`src/rtl/tdm_demultiplexer_if.sv`:
```
// Bus bundle for the 4-lane TDM demultiplexer: beat input side plus the
// four registered output lanes, valid/error pulses and the slot select.
interface tdm_demultiplexer_if #(
    parameter int unsigned WIDTH = 8
);
    logic [WIDTH-1:0] in;
    logic             in_valid;
    logic             frame_start;
    logic [WIDTH-1:0] out0;
    logic [WIDTH-1:0] out1;
    logic [WIDTH-1:0] out2;
    logic [WIDTH-1:0] out3;
    logic             out_valid;
    logic             select0;
    logic             select1;
    logic             frame_error;

    // Beat source / lane consumer side.
    modport master (
        output in, in_valid, frame_start,
        input  out0, out1, out2, out3, out_valid, select0, select1, frame_error
    );

    // Demultiplexer side.
    modport slave (
        input  in, in_valid, frame_start,
        output out0, out1, out2, out3, out_valid, select0, select1, frame_error
    );
endinterface

```
`src/rtl/tdm_demultiplexer.sv`:
```
// tdm_demultiplexer: collects a 4-beat TDM frame (lanes 0..3) into shadow
// registers and publishes all four lanes at once with a one-cycle out_valid.
// An early frame_start aborts the partial frame with a frame_error pulse.
// Optional mid-frame gap timeout: define TDM_DEMUX_TIMEOUT_EN.
module tdm_demultiplexer #(
    parameter int unsigned WIDTH   = 8,
    parameter int unsigned TIMEOUT = 16
) (
    input  logic                 clk,
    input  logic                 rst_n,
    tdm_demultiplexer_if.slave   bus
);
    typedef enum logic [0:0] {
        ST_IDLE    = 1'b0,
        ST_RECEIVE = 1'b1
    } state_e;

    localparam int unsigned SLOT_W = 2;
    localparam int unsigned GAP_W  = 8;

    state_e              state_q, state_d;
    logic [SLOT_W-1:0]   slot_q, slot_d;
    // Lane 3 goes straight to the output, so only lanes 0..2 need shadowing.
    logic [WIDTH-1:0]    shadow_q [3];
    logic [WIDTH-1:0]    shadow_d [3];
    logic [WIDTH-1:0]    out_q [4];
    logic [WIDTH-1:0]    out_d [4];
    logic                out_valid_q, out_valid_d;
    logic                frame_error_q, frame_error_d;

`ifdef TDM_DEMUX_TIMEOUT_EN
    logic [GAP_W-1:0]    gap_q, gap_d;
`else
    logic                unused_timeout;
    assign unused_timeout = (TIMEOUT == 0) || (GAP_W == 0);
`endif

    // Next-state: frame assembly, completion, restart and optional timeout.
    always_comb begin
        state_d       = state_q;
        slot_d        = slot_q;
        shadow_d      = shadow_q;
        out_d         = out_q;
        out_valid_d   = 1'b0;
        frame_error_d = 1'b0;
`ifdef TDM_DEMUX_TIMEOUT_EN
        gap_d         = gap_q;
`endif
        case (state_q)
            ST_IDLE: begin
                // Stray beats without frame_start are silently dropped.
                if (bus.in_valid && bus.frame_start) begin
                    shadow_d[0] = bus.in;
                    slot_d      = SLOT_W'(1);
                    state_d     = ST_RECEIVE;
                end
            end
            ST_RECEIVE: begin
                if (bus.in_valid) begin
`ifdef TDM_DEMUX_TIMEOUT_EN
                    gap_d = '0;
`endif
                    if (bus.frame_start) begin
                        // Early restart: drop partial frame, beat becomes lane 0.
                        frame_error_d = 1'b1;
                        shadow_d[0]   = bus.in;
                        slot_d        = SLOT_W'(1);
                    end else if (slot_q == SLOT_W'(3)) begin
                        out_d[0]    = shadow_q[0];
                        out_d[1]    = shadow_q[1];
                        out_d[2]    = shadow_q[2];
                        out_d[3]    = bus.in;
                        out_valid_d = 1'b1;
                        slot_d      = '0;
                        state_d     = ST_IDLE;
                    end else begin
                        case (slot_q)
                            SLOT_W'(1): shadow_d[1] = bus.in;
                            SLOT_W'(2): shadow_d[2] = bus.in;
                            default:    shadow_d[0] = bus.in;
                        endcase
                        slot_d = slot_q + SLOT_W'(1);
                    end
                end
`ifdef TDM_DEMUX_TIMEOUT_EN
                else if (gap_q == GAP_W'(TIMEOUT - 1)) begin
                    // Gap limit reached with no beat this cycle: abort frame.
                    frame_error_d = 1'b1;
                    slot_d        = '0;
                    gap_d         = '0;
                    state_d       = ST_IDLE;
                end else begin
                    gap_d = gap_q + GAP_W'(1);
                end
`endif
            end
            default: begin
                state_d = ST_IDLE;
                slot_d  = '0;
            end
        endcase
    end

    // State and output registers with asynchronous clear.
    always_ff @(posedge clk or negedge rst_n) begin
        if (!rst_n) begin
            state_q       <= ST_IDLE;
            slot_q        <= '0;
            out_valid_q   <= 1'b0;
            frame_error_q <= 1'b0;
            for (int i = 0; i < 3; i++) shadow_q[i] <= '0;
            for (int i = 0; i < 4; i++) out_q[i]    <= '0;
`ifdef TDM_DEMUX_TIMEOUT_EN
            gap_q         <= '0;
`endif
        end else begin
            state_q       <= state_d;
            slot_q        <= slot_d;
            out_valid_q   <= out_valid_d;
            frame_error_q <= frame_error_d;
            shadow_q      <= shadow_d;
            out_q         <= out_d;
`ifdef TDM_DEMUX_TIMEOUT_EN
            gap_q         <= gap_d;
`endif
        end
    end

    assign bus.out0        = out_q[0];
    assign bus.out1        = out_q[1];
    assign bus.out2        = out_q[2];
    assign bus.out3        = out_q[3];
    assign bus.out_valid   = out_valid_q;
    assign bus.frame_error = frame_error_q;
    assign bus.select0     = slot_q[0];
    assign bus.select1     = slot_q[1];
endmodule

```
`src/flat_wrapper.sv`:
```
// flat-port wrapper written by rule: the top's interface ports become plain ports
module tdm_demultiplexer_flat 
#(
    parameter int unsigned WIDTH   = 8,
    parameter int unsigned TIMEOUT = 16
)
  (clk, rst_n, bus_in, bus_in_valid, bus_frame_start, bus_out0, bus_out1, bus_out2, bus_out3, bus_out_valid, bus_select0, bus_select1, bus_frame_error);
  tdm_demultiplexer_if #(.WIDTH(WIDTH)) bus_i ();
  input  logic clk;
  input  logic rst_n;
  input wire logic [$bits(bus_i.in)-1:0] bus_in;
  input wire logic [$bits(bus_i.in_valid)-1:0] bus_in_valid;
  input wire logic [$bits(bus_i.frame_start)-1:0] bus_frame_start;
  output wire logic [$bits(bus_i.out0)-1:0] bus_out0;
  output wire logic [$bits(bus_i.out1)-1:0] bus_out1;
  output wire logic [$bits(bus_i.out2)-1:0] bus_out2;
  output wire logic [$bits(bus_i.out3)-1:0] bus_out3;
  output wire logic [$bits(bus_i.out_valid)-1:0] bus_out_valid;
  output wire logic [$bits(bus_i.select0)-1:0] bus_select0;
  output wire logic [$bits(bus_i.select1)-1:0] bus_select1;
  output wire logic [$bits(bus_i.frame_error)-1:0] bus_frame_error;
  assign bus_i.in = bus_in;
  assign bus_i.in_valid = bus_in_valid;
  assign bus_i.frame_start = bus_frame_start;
  assign bus_out0 = bus_i.out0;
  assign bus_out1 = bus_i.out1;
  assign bus_out2 = bus_i.out2;
  assign bus_out3 = bus_i.out3;
  assign bus_out_valid = bus_i.out_valid;
  assign bus_select0 = bus_i.select0;
  assign bus_select1 = bus_i.select1;
  assign bus_frame_error = bus_i.frame_error;
  tdm_demultiplexer #(.WIDTH(WIDTH), .TIMEOUT(TIMEOUT)) u_core (.clk(clk), .rst_n(rst_n), .bus(bus_i));
endmodule
```
`config.mk`:
```
export PLATFORM = sky130hd
export DESIGN_NAME = tdm_demultiplexer_flat
export DESIGN_NICKNAME = d
export VERILOG_FILES = /design/src/rtl/tdm_demultiplexer_if.sv /design/src/rtl/tdm_demultiplexer.sv /design/src/flat_wrapper.sv
export SDC_FILE = /design/constraint.sdc
export NUM_CORES = 1
export LEC_CHECK = 0
export CORE_MARGIN = 4
export CORE_UTILIZATION = 45
export DETAILED_ROUTE_END_ITERATION = 10
export GPL_TIMING_DRIVEN = 0
export PLACE_DENSITY = 0.74
export SYNTH_ARGS = -nofsm -noshare
export SYNTH_HDL_FRONTEND = slang
export SYNTH_SLANG_ARGS = --single-unit
```
`constraint.sdc`:
```
create_clock -name clk -period 1.5 [get_ports clk]
set_input_delay 0.225 -clock clk [delete_from_list [all_inputs] [get_ports clk]]
set_output_delay 0.225 -clock clk [all_outputs]
set_load 0.02 [all_outputs]
```
### Yosys cells after proc, flatten, opt, wreduce, memory -nomap -nowiden

Cells that the tools add are included.
W data, S select, Z words.

| cells by class | value |
|---|---|
| add/sub/neg operators | 1 |
| equal/unequal tests | 7 |
| multiplexer cells | 26 |
| bitwise logic cells | 3 |
| reductions and logical operators | 7 |

Operator list:

| operator | count |
|---|---|
| $mux W24 | 2 |
| $mux W8 | 5 |
| $mux W16 | 1 |
| $pmux W8 S2 | 1 |
| $mux W1 | 11 |
| $reduce_and A5 Y1 | 2 |
| $mux W2 | 4 |
| $reduce_and A4 Y1 | 2 |
| $ne A3 B3 Y1 const B | 2 |
| $eq A2 B2 Y1 const B | 2 |
| $pmux W2 S2 | 1 |
| $not A1 Y1 | 3 |
| $add A2 B1 Y2 const B | 1 |
| $eq A2 B1 Y1 const B | 1 |
| $ne A2 B1 Y1 const B | 1 |
| $ne A2 B2 Y1 const B | 1 |
| $pmux W1 S2 | 1 |
| $reduce_and A2 Y1 | 1 |
| $reduce_or A2 Y1 | 1 |
| $logic_and A1 B1 Y1 | 1 |

| storage, ports and cells | value |
|---|---|
| register bits after elaboration | 61 |
| bits of input ports | 12 |
| word-level logic and storage cells | 55 |

### Longest topological paths before layout

| depth | value |
|---|---|
| depth after elaboration | 7 |
| mapped depth | 5 |
| mapped depth without buffers | 5 |

### Worst setup path before layout

OpenSTA, ideal clock, no wires.

| timing path | value |
|---|---|
| path kind | flip-flop to flip-flop |
| start point | reg u_core.slot_q[0] |
| end point | reg u_core.shadow_q[16] (netlist name) |
| arrival | 1.566 ns |
| data required time | 1.375 ns |
| setup slack | -0.190 ns |
| cell stages (with the launch flop) | 5 |
| path buffers | 0 |
| path through | dfrtp_1 > ha_1 > nand2b_1 > o21ai_4 > mux2_2 |

| between the ends | value |
|---|---|
| word-level cells in the longest chain between the ends | 4 |
| elaborated cells on any way between the ends | 7 |

Ends and longest elaborated chain:

| element | RTL line | source |
|---|---|---|
| from (decl) | tdm_demultiplexer.sv:22 | `logic [SLOT_W-1:0] slot_q, slot_d;` |
| from (signal assigned) | tdm_demultiplexer.sv:118 | `slot_q <= slot_d;` |
| $eq A2 B2 Y1 / $eq A2 B1 Y1 (equally long branches) | tdm_demultiplexer.sv:77 | `case (slot_q)` |
| $reduce_or A2 Y1 (no source line) | n/a |  |
| $ne A3 B3 Y1 (no source line) | n/a |  |
| $reduce_and A4 Y1 (no source line) * | n/a |  |
| to (signal assigned) | tdm_demultiplexer.sv:121 | `shadow_q <= shadow_d;` |
| to (decl) | tdm_demultiplexer.sv:24 | `logic [WIDTH-1:0] shadow_q [3];` |

Mark *: on every way between the ends. The rest lies on a longest branch, timed or not.
A chain may end at the register's enable or synchronous reset.

### Worst setup path in the final report

| timing path | value |
|---|---|
| start point | reg u_core.slot_q[0] |
| end point | reg u_core.shadow_q[19] (netlist name) |

The elaborated chain is that of the path after synthesis.

==> results.py <==
metrics = {
    "outcome": {
        "outcome": "complete, but fails checks",
        "failed_checks": "negative setup slack",
    },
    "routing": {
        "routed_wl_um": 4735,
        "final_antenna_net_count": 0,
        "drt_pass1_iterations": 4,
        "drc": 0,
        "drt_iter0_markers": 64,
        "viasPerCell": 5.003,
        "wl_per_cell_um": 16.05,
        "via_count": 1476,
    },
    "yosys": {
        "synth-warning-count": 0,
        "yosys.area.top_type": "dfrtp_1",
        "async_reset_ff_share_pct": 100.0,
        "synth_commonest_cells": "dfrtp_1, mux2_2, and3_1",
        "synth.net_count": 171,
        "synth-seq-area-share_pct": 61.62,
        "syn_area_per_cell_um2": 15.98,
        "syn-cell-area_um2": 2477,
        "synth-edff-count": 0,
        "synth_cell_types": 19,
        "synthTopCellsByArea": "dfrtp_1, mux2_2, and3_1",
        "synth-seq-cells": 61,
        "synth_ff_type": "dfrtp_1",
        "yosysMostFrequentCell": "dfrtp_1",
        "netlist_instances": 155,
        "synth_top_area_share_pct": 61.62,
    },
    "critical_path": {
        "path_cells": "ha_2, nand2b_4, o21ai_4, buf_12, mux2_2",
        "crit_family": "flip-flops",
        "slowest_stage": "dfrtp_2",
        "endpoint_kind": "register",
        "criticalPathCategory": "register to register",
        "arrival_ps": 1800,
        "start_kind": "register",
        "path_max_fanout": 8,
        "required_ps": 1700,
        "crit_buf_inv": 1,
        "critPathMaxStageDelay_ps": 460,
    },
    "finish": {
        "final_nets": 236,
        "fin_util_pct": 63.75,
        "drive_gt1_share_pct": 40.89,
        "finalNonFillerCells": 295,
        "n_antenna_cell": 0,
        "areaGrowthSynthToFinish_pct": 33.94,
    },
    "timing": {
        "fmax_ghz": 0.6272,
        "finalWorstSetupSlack_ps": -94.32,
        "setup_viol": 24,
        "max_slew_margin_pct": 57.00,
        "fin_crit_ps": 1594,
        "finClkSkew_ps": 4.717,
        "slew_viol_final": 0,
        "post-route-period-util_pct": 106.3,
        "hold_ws_ps": 467.9,
        "tightestPinTransition_ps": 645.0,
        "rsz0062_at_grt": "true",
        "hold_violations": 0,
    },
    "clocking": {
        "cts_tree": "done",
        "htreeDepth": 3,
        "path_clk_slew_ps": 70,
        "worstSkewPairLatency_ps": 320,
        "clock_path_buffers": 2,
        "cts_buffers": 9,
        "numClockSinks": 61,
        "root_buffer": "clkbuf_8",
    },
    "place": {
        "dp_hpwl_um": 3369,
        "numPortBuffers": 47,
        "placed_cells": 273,
        "place.gp.congestion": 0.7903,
    },
    "global_routing": {
        "track_usage_pct": 15.89,
        "grt_pass1_wl_um": 7907,
        "gr-total-overflow": 0,
        "grt_pass1_vias": 1610,
        "grt_antenna_before_repair": 0,
        "grt_max_degree": 35,
    },
    "pwr": {
        "power_density_nw_per_um2": 1924,
        "combPwrFrac_pct": 36.4,
        "p_int_mw": 4.327,
        "power.leakage_nw": 1.737,
        "power.share.sequential_pct": 41.8,
        "switching_share_pct": 32.23,
        "ir_drop_v": 0.0008603,
        "total_power_mw": 6.385,
        "pwr-share-clk_pct": 21.9,
        "power.net_switching_mw": 2.058,
    },
    "flow_run": {
        "drv_cap": 0,
    },
    "worst_hold_path": {
        "hold_path_class": "primary input to asynchronous set/reset pin",
    },
    "floorplan": {
        "die_h_um": 82.20,
        "dieArea_um2": 6756,
        "pin_count": 48,
        "core-area_um2": 5205,
        "rows": 26,
        "die_w_um": 82.20,
        "initial_core_util_pct": 47.60,
    },
}
## cell usage in the layout, fill, tap and decap left out, types with 2 or more instances in the layout
cell type        instances
mux2_2                  51
dlymetal6s2s_1           4
nand2_4                  2
nand2_1                  3
mux2_1                   3
a22o_1                   2
ha_1                     2
mux2_4                   2
buf_12                   2
clkbuf_8                10
buf_4                    6
clkdlybuf4s50_1         10
inv_1                    2
buf_8                    3
dlygate4sd2_1           32
clkinv_2                 4
dfrtp_2                  2
dfrtp_1                 59
and3_1                   9
## sequential cells by signal (all words and copies together), names as in the netlist
| signal | flops |
|---|---|
| u_core.shadow_q | 24 |
| u_core.bus.out0 | 8 |
| u_core.bus.out1 | 8 |
| u_core.bus.out2 | 8 |
| u_core.bus.out3 | 8 |
| u_core.slot_q | 2 |
| u_core.bus.frame_error | 1 |
| u_core.bus.out_valid | 1 |
| u_core.state_q | 1 |
## layer usage
layer  up-vias  track usage, %  share of wire [%]
met5         -               0                  0
met2        39           25.56                 48
li1        682               -                  -
met1       746           20.77                 45
met3         9           3.905                5.0
met4         0           5.980                1.6
## worst reg2reg max path: stages, from the launching register on
cell and delay, ps:
dfrtp_2 460, ha_2 220, nand2b_4 160, o21ai_4 160, buf_12 140, mux2_2 330
## through the flow
step | instance area, um^2 | TNS [ps] | worst slack [ps]
detailed placement | 3055 | -12910 | -317.0
global route | 3318 | -2554 | -137.3
finish | 3318 | -1353 | -94.32
global placement | 3040 | -104450 | -1736
CTS | 3267 | -1603 | -96.51
floorplan | 2482 | -753.6 | -90.37
## path summary, 6_finish.rpt
kind / depth (start not counted) / slack, ps / end / start
max: 5 / -90 / u_core.shadow_q[19] / u_core.slot_q[0]
max reg2reg: 5 / -90 / u_core.shadow_q[19] / u_core.slot_q[0]
max in group asynchronous: 3 / 430 / u_core.shadow_q[19] / rst_n
min: 2 / 470 / u_core.shadow_q[13] / rst_n
min in group clk: 1 / 490 / u_core.shadow_q[1] / u_core.shadow_q[1]
min reg2reg: 1 / 490 / u_core.shadow_q[1] / u_core.shadow_q[1]
## layout make-up
| cell class | count | area, um^2 |
|---|---|---|
| flip-flops and latches | 61 | 1529 |
| repair buffers | 54 | 515.5 |
| plain buffers | 5 | 60.06 |
| well taps | 70 | 87.58 |
| fillers | 413 | 1887 |
| inverters | 3 | 11.26 |
| multi-input cells | 86 | 923.4 |
| clock buffers | 11 | 141.4 |
| clock inverters | 5 | 50.05 |
## cell families after synthesis
group | Yosys count | synth area share, %
adder cells (fa/ha/maj) | 4 | 2.020
buffers and inverters | 8 | 2.424
AND/OR/NAND/NOR | 20 | 6.212
AO/OA/AOI/OAI | 6 | 2.273
multiplexers | 56 | 25.45
flip-flops | 61 | 61.62
## repair_timing
| action | in CTS | in global routing |
|---|---|---|
| endpoints found under the hold margin | 27 | 0 |
| setup endpoints to repair | 57 | 57 |
| resized for setup | 37 | 7 |
| buffers inserted | 1 | 4 |
| pin swaps | 1 | 1 |
| hold buffers | 1 | 0 |
## power by group through the flow
stage / Combinational (mW) / Sequential, mW / Clock (mW)
floorplan: 1.01 / 3.06 / 0
global placement: 2.34 / 2.67 / 0
detailed placement: 2.42 / 2.71 / 0
CTS: 2.33 / 2.68 / 1.42
global route: 2.50 / 2.75 / 1.52
finish: 2.32 / 2.67 / 1.40
Note: power is estimated with default switching activity, not from simulation.
